File: src/rtl/dem_tree_ctrl.sv
// rtl/dem_tree_ctrl.sv - DEM-DAC switching tree sequencer: input handshake, skewed LFSR pn bits, valid tracking
module dem_tree_ctrl #(
    parameter int                WIDTH     = 16,
    parameter int                LAYERS    = 4,
    parameter int                LFSR_W    = 16,
    parameter logic [LFSR_W-1:0] LFSR_SEED = 16'hACE1
) (
    input  logic                   clk_i,
    input  logic                   reset_ni,
    input  logic                   enable_i,
    input  logic                   dem_en_i,
    input  logic                   flush_i,
    input  logic                   seed_load_i,
    input  logic [LFSR_W-1:0]      seed_i,
    input  logic                   sample_valid_i,
    input  logic [WIDTH-1:0]       sample_i,
    output logic                   sample_ready_o,
    output logic [WIDTH-1:0]       tree_x_o,
    output logic [2**LAYERS-2:0]   pn_seq_o,
    output logic                   tree_valid_o,
    output logic                   busy_o,
    output logic [31:0]            sample_cnt_o
);

    localparam int NBLK = 2**LAYERS - 1;

    localparam logic [1:0] ST_IDLE  = 2'd0;
    localparam logic [1:0] ST_RUN   = 2'd1;
    localparam logic [1:0] ST_DRAIN = 2'd2;
    localparam logic [1:0] ST_LOAD  = 2'd3;

    // x^16 + x^14 + x^13 + x^11 + 1 -> state bits 15, 13, 12, 10
    localparam logic [LFSR_W-1:0] TAPS     = LFSR_W'(16'hB400);
    localparam logic [LFSR_W-1:0] SEED_FIX = (LFSR_SEED == '0) ? LFSR_W'(1) : LFSR_SEED;

    function automatic logic [NBLK-1:0] rank_mask(input int l);
        logic [NBLK-1:0] m;
        m = '0;
        for (int b = 0; b < NBLK; b++) begin
            if (b >= (2**l) - 1 && b <= (2**(l+1)) - 2) m[b] = 1'b1;
        end
        return m;
    endfunction

    logic [1:0]                     state_q, state_d;
    logic [LFSR_W-1:0]              lfsr_q, lfsr_d;
    logic [LAYERS:0]                vld_q, vld_d;
    logic [WIDTH-1:0]               tree_x_q, tree_x_d;
    logic [NBLK-1:0]                pn_q, pn_d;
    logic [31:0]                    cnt_q, cnt_d;
    // snap_q[k] carries the accept-time LFSR snapshot k+1 cycles behind the accept
    logic [LAYERS-2:0][NBLK-1:0]    snap_q, snap_d;

    logic              accept;
    logic [LFSR_W-1:0] lfsr_next;
    logic [LFSR_W-1:0] seed_fix;
    logic [NBLK-1:0]   pn_upd;

    assign accept    = sample_valid_i & (state_q == ST_RUN);
    assign lfsr_next = {lfsr_q[LFSR_W-2:0], ^(lfsr_q & TAPS)};
    assign seed_fix  = (seed_i == '0) ? LFSR_W'(1) : seed_i;

    always_comb begin
        state_d = state_q;
        case (state_q)
            ST_IDLE: begin
                if (seed_load_i)   state_d = ST_LOAD;
                else if (enable_i) state_d = ST_RUN;
            end
            ST_RUN: begin
                if (flush_i || !enable_i) state_d = ST_DRAIN;
            end
            ST_DRAIN: begin
                if (vld_q == '0 && !accept) state_d = ST_IDLE;
            end
            ST_LOAD: state_d = ST_IDLE;
            default: state_d = ST_IDLE;
        endcase
    end

    always_comb begin
        lfsr_d = lfsr_q;
        if (state_q == ST_LOAD) lfsr_d = seed_fix;
        else if (accept)        lfsr_d = lfsr_next;

        vld_d    = {vld_q[LAYERS-1:0], accept};
        tree_x_d = accept ? sample_i : '0;
        cnt_d    = accept ? cnt_q + 32'd1 : cnt_q;

        snap_d    = snap_q;
        snap_d[0] = accept ? lfsr_q[NBLK-1:0] : snap_q[0];
        for (int k = 1; k < LAYERS - 1; k++) begin
            snap_d[k] = snap_q[k-1];
        end

        // each rank refreshes only when a real sample enters it; bubbles leave its bits alone
        pn_upd = pn_q;
        if (accept) begin
            pn_upd = (pn_upd & ~rank_mask(0)) | (lfsr_q[NBLK-1:0] & rank_mask(0));
        end
        for (int l = 1; l < LAYERS; l++) begin
            if (vld_q[l-1]) begin
                pn_upd = (pn_upd & ~rank_mask(l)) | (snap_q[l-1] & rank_mask(l));
            end
        end
        pn_d = dem_en_i ? pn_upd : '1;
    end

    always_ff @(posedge clk_i or negedge reset_ni) begin
        if (!reset_ni) begin
            state_q  <= ST_IDLE;
            lfsr_q   <= SEED_FIX;
            vld_q    <= '0;
            tree_x_q <= '0;
            pn_q     <= '0;
            cnt_q    <= '0;
            snap_q   <= '0;
        end else begin
            state_q  <= state_d;
            lfsr_q   <= lfsr_d;
            vld_q    <= vld_d;
            tree_x_q <= tree_x_d;
            pn_q     <= pn_d;
            cnt_q    <= cnt_d;
            snap_q   <= snap_d;
        end
    end

    assign sample_ready_o = (state_q == ST_RUN);
    assign tree_x_o       = tree_x_q;
    assign pn_seq_o       = pn_q;
    assign tree_valid_o   = vld_q[LAYERS];
    assign busy_o         = |vld_q;
    assign sample_cnt_o   = cnt_q;

endmodule

File: config.mk
export PLATFORM = sky130hd
export DESIGN_NAME = dem_tree_ctrl
export DESIGN_NICKNAME = d
export VERILOG_FILES = /design/src/rtl/dem_tree_ctrl.sv
export SDC_FILE = /design/constraint.sdc
export NUM_CORES = 1
export LEC_CHECK = 0
export ABC_CLOCK_PERIOD_IN_PS = 2000
export BUFFER_PORTS_ARGS = -buffer_cell sky130_fd_sc_hd__buf_2
export CAP_MARGIN = 20
export CORE_MARGIN = 3
export CORE_UTILIZATION = 25
export CTS_CLUSTER_DIAMETER = 80
export DETAILED_ROUTE_END_ITERATION = 7
export SLEW_MARGIN = 20
export SYNTH_ARGS = -nofsm -noshare
export SYNTH_HDL_FRONTEND = slang
export SYNTH_SLANG_ARGS = --single-unit
File: constraint.sdc
create_clock -name clk_i -period 2 [get_ports clk_i]
set_input_delay 0.3 -clock clk_i [delete_from_list [all_inputs] [get_ports clk_i]]
set_output_delay 0.3 -clock clk_i [all_outputs]
set_load 0.05 [all_outputs]
# == Yosys cells after proc, flatten, opt, wreduce, memory -nomap -nowiden ==
# Cells that the tools add are included.
# word_totals
rom_bits,0
mem_bits_rw,0
ff_bits,131
inputBits,39
mem_count,0
elab_cells,58
latchBits,0
# classes
n_mux,17
div_mod_pow,0
n_shift,0
n_reduce_logical,11
addsub,1
n_lt_le_gt_ge,0
bitwise,14
n_eq_ne,6
mul,0
# ops
cell,count
two-way mux 15 bit,5
two-way mux 16 bit,4
bitwise AND 15 bit,4
OR 15 bit,3
adder 32 x 1 -> 32 bit (second input constant),1
logical NOT 16 bit,1
XOR reduction 16 bit,1
bitwise AND 15 x 3 -> 15 bit,1
bitwise AND 15 x 7 -> 15 bit,1
NOT 15 bit,1
NOT 3 -> 15 bit,1
NOT 7 -> 15 bit,1
OR 15 x 1 -> 15 bit,1
two-way mux 2 bit,4
case mux 2 bit (4 select lines),1
logical NOT 5 bit,1
OR reduction 5 bit,1
== test 2 bit (second input constant),2
two-way mux 1 bit,3
!= test 3 bit (second input constant),1
AND reduction 3 bit,1
== test 2 x 1 -> 1 bit (second input constant),1
logical NOT 1 bit,2
logical NOT 2 bit,1
other kinds (6),6

# == Longest topological paths before layout ==
# Gate-level depths: netlist of the first run.
# depth
word_depth,13
mapped_depth,7
ltp_nobuf,6

# == Worst setup path before layout of the first run ==
# Ideal clock, no wire load.
# synth_timing
kind,flip-flop to flip-flop
startpoint,register cnt_q[4] (netlist: sample_cnt_o[4])
endpoint,register cnt_q[25] (netlist: sample_cnt_o[25])
required_ps,1860
path_stages_with_launch,7
t_arrival_ps,1946
setup_time_ps,140
path_buffers,1
setup_slack_ps,-87
path_cell_list,dfrtp_1 > nand3_1 > nor4_4 > and2_1 > buf_6 > nand4_4 > xnor2_2
# synth_via
elab_chain_cells,1
# synth_rtl
element,line,rtl
start: declaration,50,"logic [31:0] cnt_q, cnt_d;"
start signal: assignment,124,cnt_q <= cnt_d;
adder 32 x 1 -> 32 bit,88,cnt_d = accept ? cnt_q + 32'd1 : cnt_q;
# Every way passes these cells.
# A chain may end at the register's enable or synchronous reset.

# == Worst setup path in the final report of the first run ==
# layout_timing
startpoint,register state_q[0]
endpoint,output sample_ready_o
# layout_via
elab_chain_cells,1
# layout_rtl
element,line,rtl
start: declaration,45,"logic [1:0] state_q, state_d;"
start signal: assignment,119,state_q <= state_d;
== test 2 x 1 -> 1 bit,129,assign sample_ready_o = (state_q == ST_RUN);
end: declaration,17,"output logic sample_ready_o,"
# Every way passes these cells.

==> results of run 1 <==
-- where the power goes --
group	leakage (nW)	total, mW	internal (mW)	switching (mW)
clock	0.319	3.30	2.28	1.02
sequential	1.51	3.56	3.15	0.415
combinational	1.24	2.01	0.629	1.39
total	3.06	8.88	6.06	2.82
-- flip-flops by register name (all words and copies together), names as in the netlist --
register	count
pn_seq_o	15
sample_cnt_o	32
vld_q	5
lfsr_q	16
snap_d	26
state_q	2
tree_x_o	16
snap_q	8
-- placed cells by master (no fill, tap or decap), types with 3 or more instances in the layout --
cell,count
clkbuf_16,17
and3_1,21
dfrtp_2,3
nor3_1,4
buf_2,103
a21oi_1,3
and2_1,3
clkbuf_8,6
nand3_1,11
dfstp_2,8
nor2_1,7
buf_4,10
dfrtp_1,109
nand2_1,106
xnor2_1,28
nand4_1,6
a22oi_1,13
xor2_1,5
nor4_1,3
nand3_2,4
mux2i_1,14
bufinv_16,4
-- routing by layer --
layer | part of all wire (%) | vias to the layer above | routed length, um
met3 | 6.8 | 22 | 710
met2 | 48 | 79 | 5010
met4 | 2.2 | 2 | 235
met1 | 43 | 1558 | 4540
met5 | 0.12 | - | 13
li1 | - | 1520 | -
-- layout make-up --
cell class                 instances  area share (%)
clock buffer                      25            8.48
clock inverter                     7            2.27
inverter                           1          0.0618
multi-input combinational        245            24.4
sequential                       120            49.6
tap                              225            4.63
timing repair buffer             116            10.5
-- metrics by stage --
stage | area, um^2 | utilization [%] | setup WS (ns) | power [mW] | instances
6_report | 6080 | 34.5 | 0.179 | 8.88 | 739
5_1_grt | 6080 | 34.5 | 0.0405 | 9.38 | 739
4_1_cts | 6070 | 34.5 | 0.151 | 8.98 | 739
3_5_place_dp | 5410 | 30.8 | 0.153 | 5.64 | 706
3_3_place_gp | 5410 | 30.8 | 0.202 | 5.55 | 706
2_1_floorplan | 4570 | - | 0.0234 | 4.96 | 381
-- repair_timing --
| action | in CTS | in global routing |
|---|---|---|
| hold endpoints to repair | 40 | 0 |
| setup endpoints to repair | 0 | 1 |
| hold buffers | 1 | 0 |
| gates resized for setup | 0 | 1 |
-- cell families (layout without fill, tap and decap cells) --
| family | after synthesis | in the layout |
|---|---|---|
| AO/OA/AOI/OAI | 19 | 19 |
| XOR/XNOR | 34 | 34 |
| adder cells (fa/ha/maj) | 1 | 1 |
| buffers and inverters | 16 | 149 |
| flip-flops | 120 | 120 |
| multiplexers | 14 | 14 |
| AND/OR/NAND/NOR | 177 | 177 |
-- worst reg2reg max path, stage by stage (launching register included) --
cell and delay (ns):
dfrtp_1 0.42, nand3b_4 0.25, nor4_4 0.31, and2_1 0.42, nand4_4 0.15, xnor2_2 0.15
-- final timing paths --
kind	from	to	depth (start not counted)
worst max-delay path	state_q[0]	sample_ready_o	2
min in group asynchronous	reset_ni	lfsr_q[9]	2
max in group asynchronous	reset_ni	sample_cnt_o[6]	3
worst min register to register	snap_d[43]	snap_q[43]	0
worst max register to register	state_q[1]	sample_cnt_o[25]	5
worst min-delay path	sample_i[0]	tree_x_o[0]	2
==> results.ini, run 1 <==
[timing]
setup_viol = 0
fin_skew_ns = 0.00520
hold_viol_final = 0
slew_viol_final = 0
setup_tns_ns = 0
worst_pin_slew_ns = 0.681
clock.fmax_ghz = 0.549
rsz0062_at_grt = false
relSlewSlack_pct = 54.6
whs_ns = 0.130
period_needed_ns = 1.82
min_period_over_period_pct = 91.1

[cts]
cts_setup_buffers = 0
cts_tree = done
path_clk_slew_ns = 0.05
cts_sinks = 120
cts_buffer_depth = 2
cts-root-buf = clkbuf_16
numCtsBuffers = 17
clkLatencyLatePin_ns = 0.41
cts_max_level = 4

[cells_and_area]
regArea_mm2 = 0.00302
final_nets = 541
area_growth_pct = 33.2
drive_gt1_share_pct = 32.5
antenna_cells = 0
multi_input_area_mm2 = 0.00148
fillers = 1711

[floorplanning]
fp.dieArea_mm2 = 0.0199
die_w_um = 141
initial_core_util_pct = 25.9
io-pin-count = 105
rows = 48
core_region_area_mm2 = 0.0176
die_y_um = 141

[yosys]
synth_cell_type_count = 35
synthFlopType = dfrtp_1
syn_inst = 381
synth_edf_count = 0
syn-num-nets = 421
ys_top_cells_by_count = 112 x dfrtp_1, 106 x nand2_1, 28 x xnor2_1
yosys.area.top_type = dfrtp_1
synth_xor_area_share_pct = 6.69
async_reset_ff_share_pct = 100
synth_compound_area_share_pct = 2.93
syn_area_mm2 = 0.00456
synth_top_area_share_pct = 61.4
yosys.area_share.simple_pct = 19.4
synth-adder-area-share_pct = 0.274
ys_seq_area_share_pct = 66.0
yosysWarnings = 0
synth_seq_cells = 120
synth_top_family_by_area = simple AND/OR/NAND/NOR gates
synthMuxAreaShare_pct = 3.07
synth_area_leaders = dfrtp_1 61%, nand2_1 8.7%, xnor2_1 5.4%
syn_avg_cell_area_um2 = 12.0
synth.most_common_cell = dfrtp_1

[worst_setup_path]
start_kind = flop
path_delay_family = flip-flops
cp.buffers_inverters = 1
critical_path.slowest_cell = dfrtp_1
required_ns = 1.70
cp.arrival_ns = 1.52
cp_cell_sequence = nor2b_1 > buf_2
endpoint_kind = primary output
slowest_delay_ns = 0.46
critPathMaxFanout = 7
r2r_slack_ns = 0.19
critPathKind = reg -> out

[route]
wl_per_cell_um = 14.2
vias = 3181
firstDrtPassIters = 4
drc = 0
ant_nets = 0
avgViaCountPerCell = 4.30
wirelength_mm = 10.5
drt_iter0_drc = 225

[global_routing]
track_usage_pct = 11.1
use_met1_pct = 13.3
grt_pass1_vias = 3355
grt_max_degree = 50
grt_remaining_overflow = 0
grtUsageMet2_pct = 17.4
gr-usage-met3_pct = 4.65
grt_pass1_wl_mm = 17.4
antenna_found_initial = 1
gr-max-usage-layer = met2

[placed_design]
globalplace.congestion = 0.777
portBuffers = 104
dp_hpwl_mm = 7.68

[hold_path]
min_path_type = in -> reg

[power_and_ir_drop]
p_leak_nw = 3.06
ir_worst_vdd_uv = 689
power_per_cell_area_mw_per_mm2 = 1460

[status]
status = complete, no violations

[job]
max-cap-violations = 0

No activity file was read; power rests on OpenSTA's default activity.
==> run 2, diff against run 1 <==
==> constraint.sdc (replaced) <==
create_clock -name clk_i -period 2 [get_ports clk_i]
set_input_delay 0.4 -clock clk_i [delete_from_list [all_inputs] [get_ports clk_i]]
set_output_delay 0.4 -clock clk_i [all_outputs]
set_load 0.05 [all_outputs]
==> run 2 against run 1 <==
Via count hardly changed. Clock skew is 0.0035 ns higher. Final area is 0.21% higher. Wire length is 0.78% higher. Sequential cell count stayed put. Highest routed layer unchanged. Sequential power hardly changed.
==> results.ini, run 2 (same netlist as run 1, synthesis figures left out) <==
[status]
status = complete, no violations  ; unchanged

[cells_and_area]
largest_reg_flops = 32  ; unchanged
final_cell_mix = 109 x dfrtp_1, 106 x nand2_1, 103 x buf_2  ; unchanged
mostFrequentLayoutCell = dfrtp_1  ; unchanged
fillers = 1725  ; was 1711
area_growth_pct = 33.4  ; was 33.2%
final_nets = 541  ; unchanged
final_area_mm2 = 0.00609  ; was 0.00608 mm^2
stdcell_count = 740  ; was 739
drive_gt1_share_pct = 32.3  ; was 32.5%
final_util_pct = 34.6  ; was 34.5%

[floorplanning]
io-pin-count = 105  ; unchanged
fp.dieArea_mm2 = 0.0199  ; unchanged
rows = 48  ; unchanged
core_region_area_mm2 = 0.0176  ; unchanged
die_w_um = 141  ; unchanged
die_y_um = 141  ; unchanged
initial_core_util_pct = 25.9  ; unchanged

[route]
vias = 3184  ; was 3181
drt_iter0_drc = 179  ; was 225
wl_per_cell_um = 14.3  ; was 14.2 um
ant_nets = 0  ; unchanged
firstDrtPassIters = 4  ; unchanged
avgViaCountPerCell = 4.30  ; about the same
wirelength_mm = 10.6  ; was 10.5 mm
drc = 0  ; unchanged

[global_routing]
antenna_found_initial = 2  ; was 1
grt_pass1_vias = 3457  ; was 3355
grt_pass1_wl_mm = 17.6  ; was 17.4 mm
grt_remaining_overflow = 0  ; unchanged
grt_max_degree = 45  ; was 50
track_usage_pct = 11.2  ; was 11.1%

[hold_path]
min_path_type = in -> reg  ; unchanged
hold_start = sample_i[2]  ; was sample_i[0]
hold-path-endpoint = tree_x_o[2]  ; was tree_x_o[0]
whs_path_depth = 2  ; unchanged

[timing]
rsz0062_at_grt = false  ; unchanged
min_period_over_period_pct = 92.7  ; was 91.1%
relSlewSlack_pct = 55.5  ; was 54.6%
clock.fmax_ghz = 0.540  ; was 0.549 GHz
slew_viol_final = 0  ; unchanged
period_needed_ns = 1.85  ; was 1.82 ns
worst_pin_slew_ns = 0.668  ; was 0.681 ns
setup_tns_ns = 0  ; unchanged
fin_skew_ns = 0.00873  ; was 0.00520 ns
worst_slack_ns = 0.147  ; was 0.179 ns
setup_viol = 0  ; unchanged
hold_viol_final = 0  ; unchanged
whs_ns = 0.235  ; was 0.130 ns

[cts]
numCtsBuffers = 17  ; unchanged
cts_sinks = 120  ; unchanged
clkLatencyLatePin_ns = 0.40  ; was 0.41 ns
cts_tree = done  ; unchanged
cts_buffer_depth = 2  ; unchanged
cts_max_level = 4  ; unchanged
cts_setup_buffers = 0  ; unchanged
path_clk_slew_ns = 0.05  ; about the same
cts-root-buf = clkbuf_16  ; unchanged

[worst_setup_path]
critPathKind = reg -> out  ; unchanged
critPathMaxFanout = 6  ; was 7
r2r_end = sample_cnt_o[25]  ; unchanged
required_ns = 1.60  ; was 1.70 ns
start_kind = flop  ; unchanged
cp.arrival_ns = 1.45  ; was 1.52 ns
r2r_slack_ns = 0.21  ; was 0.19 ns
reg2reg_depth = 5  ; unchanged
endpoint_kind = primary output  ; unchanged
r2r_start = state_q[1]  ; unchanged

[placed_design]
placedInstanceArea_mm2 = 0.00542  ; was 0.00541 mm^2
preCtsSetupSlack_ns = 0.156  ; was 0.153 ns
portBuffers = 104  ; unchanged
globalplace.congestion = 0.767  ; was 0.777
dp_hpwl_mm = 7.72  ; was 7.68 mm
place_inst = 706  ; unchanged

[power_and_ir_drop]
finalPower_mw = 8.88  ; about the same
ir_worst_vdd_uv = 628  ; was 689 uV
power_per_cell_area_mw_per_mm2 = 1460  ; about the same
p_leak_nw = 3.06  ; about the same

[job]
max-cap-violations = 0  ; unchanged

-- run 2: cell type report --
class	instances	area, um^2	area share, %
multi-input cells	245	1480	24.4
repair buffers	116	653	10.7
well taps	225	282	4.62
diodes	1	2.50	0.0411
clock inverters	11	196	3.23
inverters	1	3.75	0.0617
clock buffers	21	450	7.40
flip-flops and latches	120	3020	49.5
-- run 2: power breakdown --
part,switching [mW],internal (mW)
clock,1.06,2.25
sequential,0.424,3.15
combinational,1.37,0.633
-- run 2: what timing repair did --
action                                  in CTS  in global routing
endpoints found under the setup margin       0                  1
hold buffers                                 1                  0
hold endpoints to repair                    32                  0
resized for setup                            0                  1
-- run 2: worst max path at each step --
stage / cells past startpoint / startpoint / end
after floorplan: 7 / sample_cnt_o[0] / sample_cnt_o[22]
after CTS: 3 / vld_q[1] / busy_o
after detailed placement: 6 / sample_valid_i / sample_cnt_o[25]
after global placement: 6 / sample_valid_i / sample_cnt_o[25]
after global routing: 3 / vld_q[1] / busy_o
final: 3 / vld_q[1] / busy_o
-- run 2: per-layer routing --
metal / wire length (um) / global-route usage [%] / vias to the layer above
met3: 690 / 4.75 / 21
met5: 7 / 0 / -
met4: 226 / 5.56 / 2
li1: - / - / 1519
met2: 5010 / 17.6 / 76
met1: 4650 / 13.0 / 1566
-- run 2: worst max-delay path, stage by stage, from the launching register on --
cell	delay (ns)
dfrtp_1	0.47
nor3_2	0.21
nand2_1	0.13
buf_2	0.24
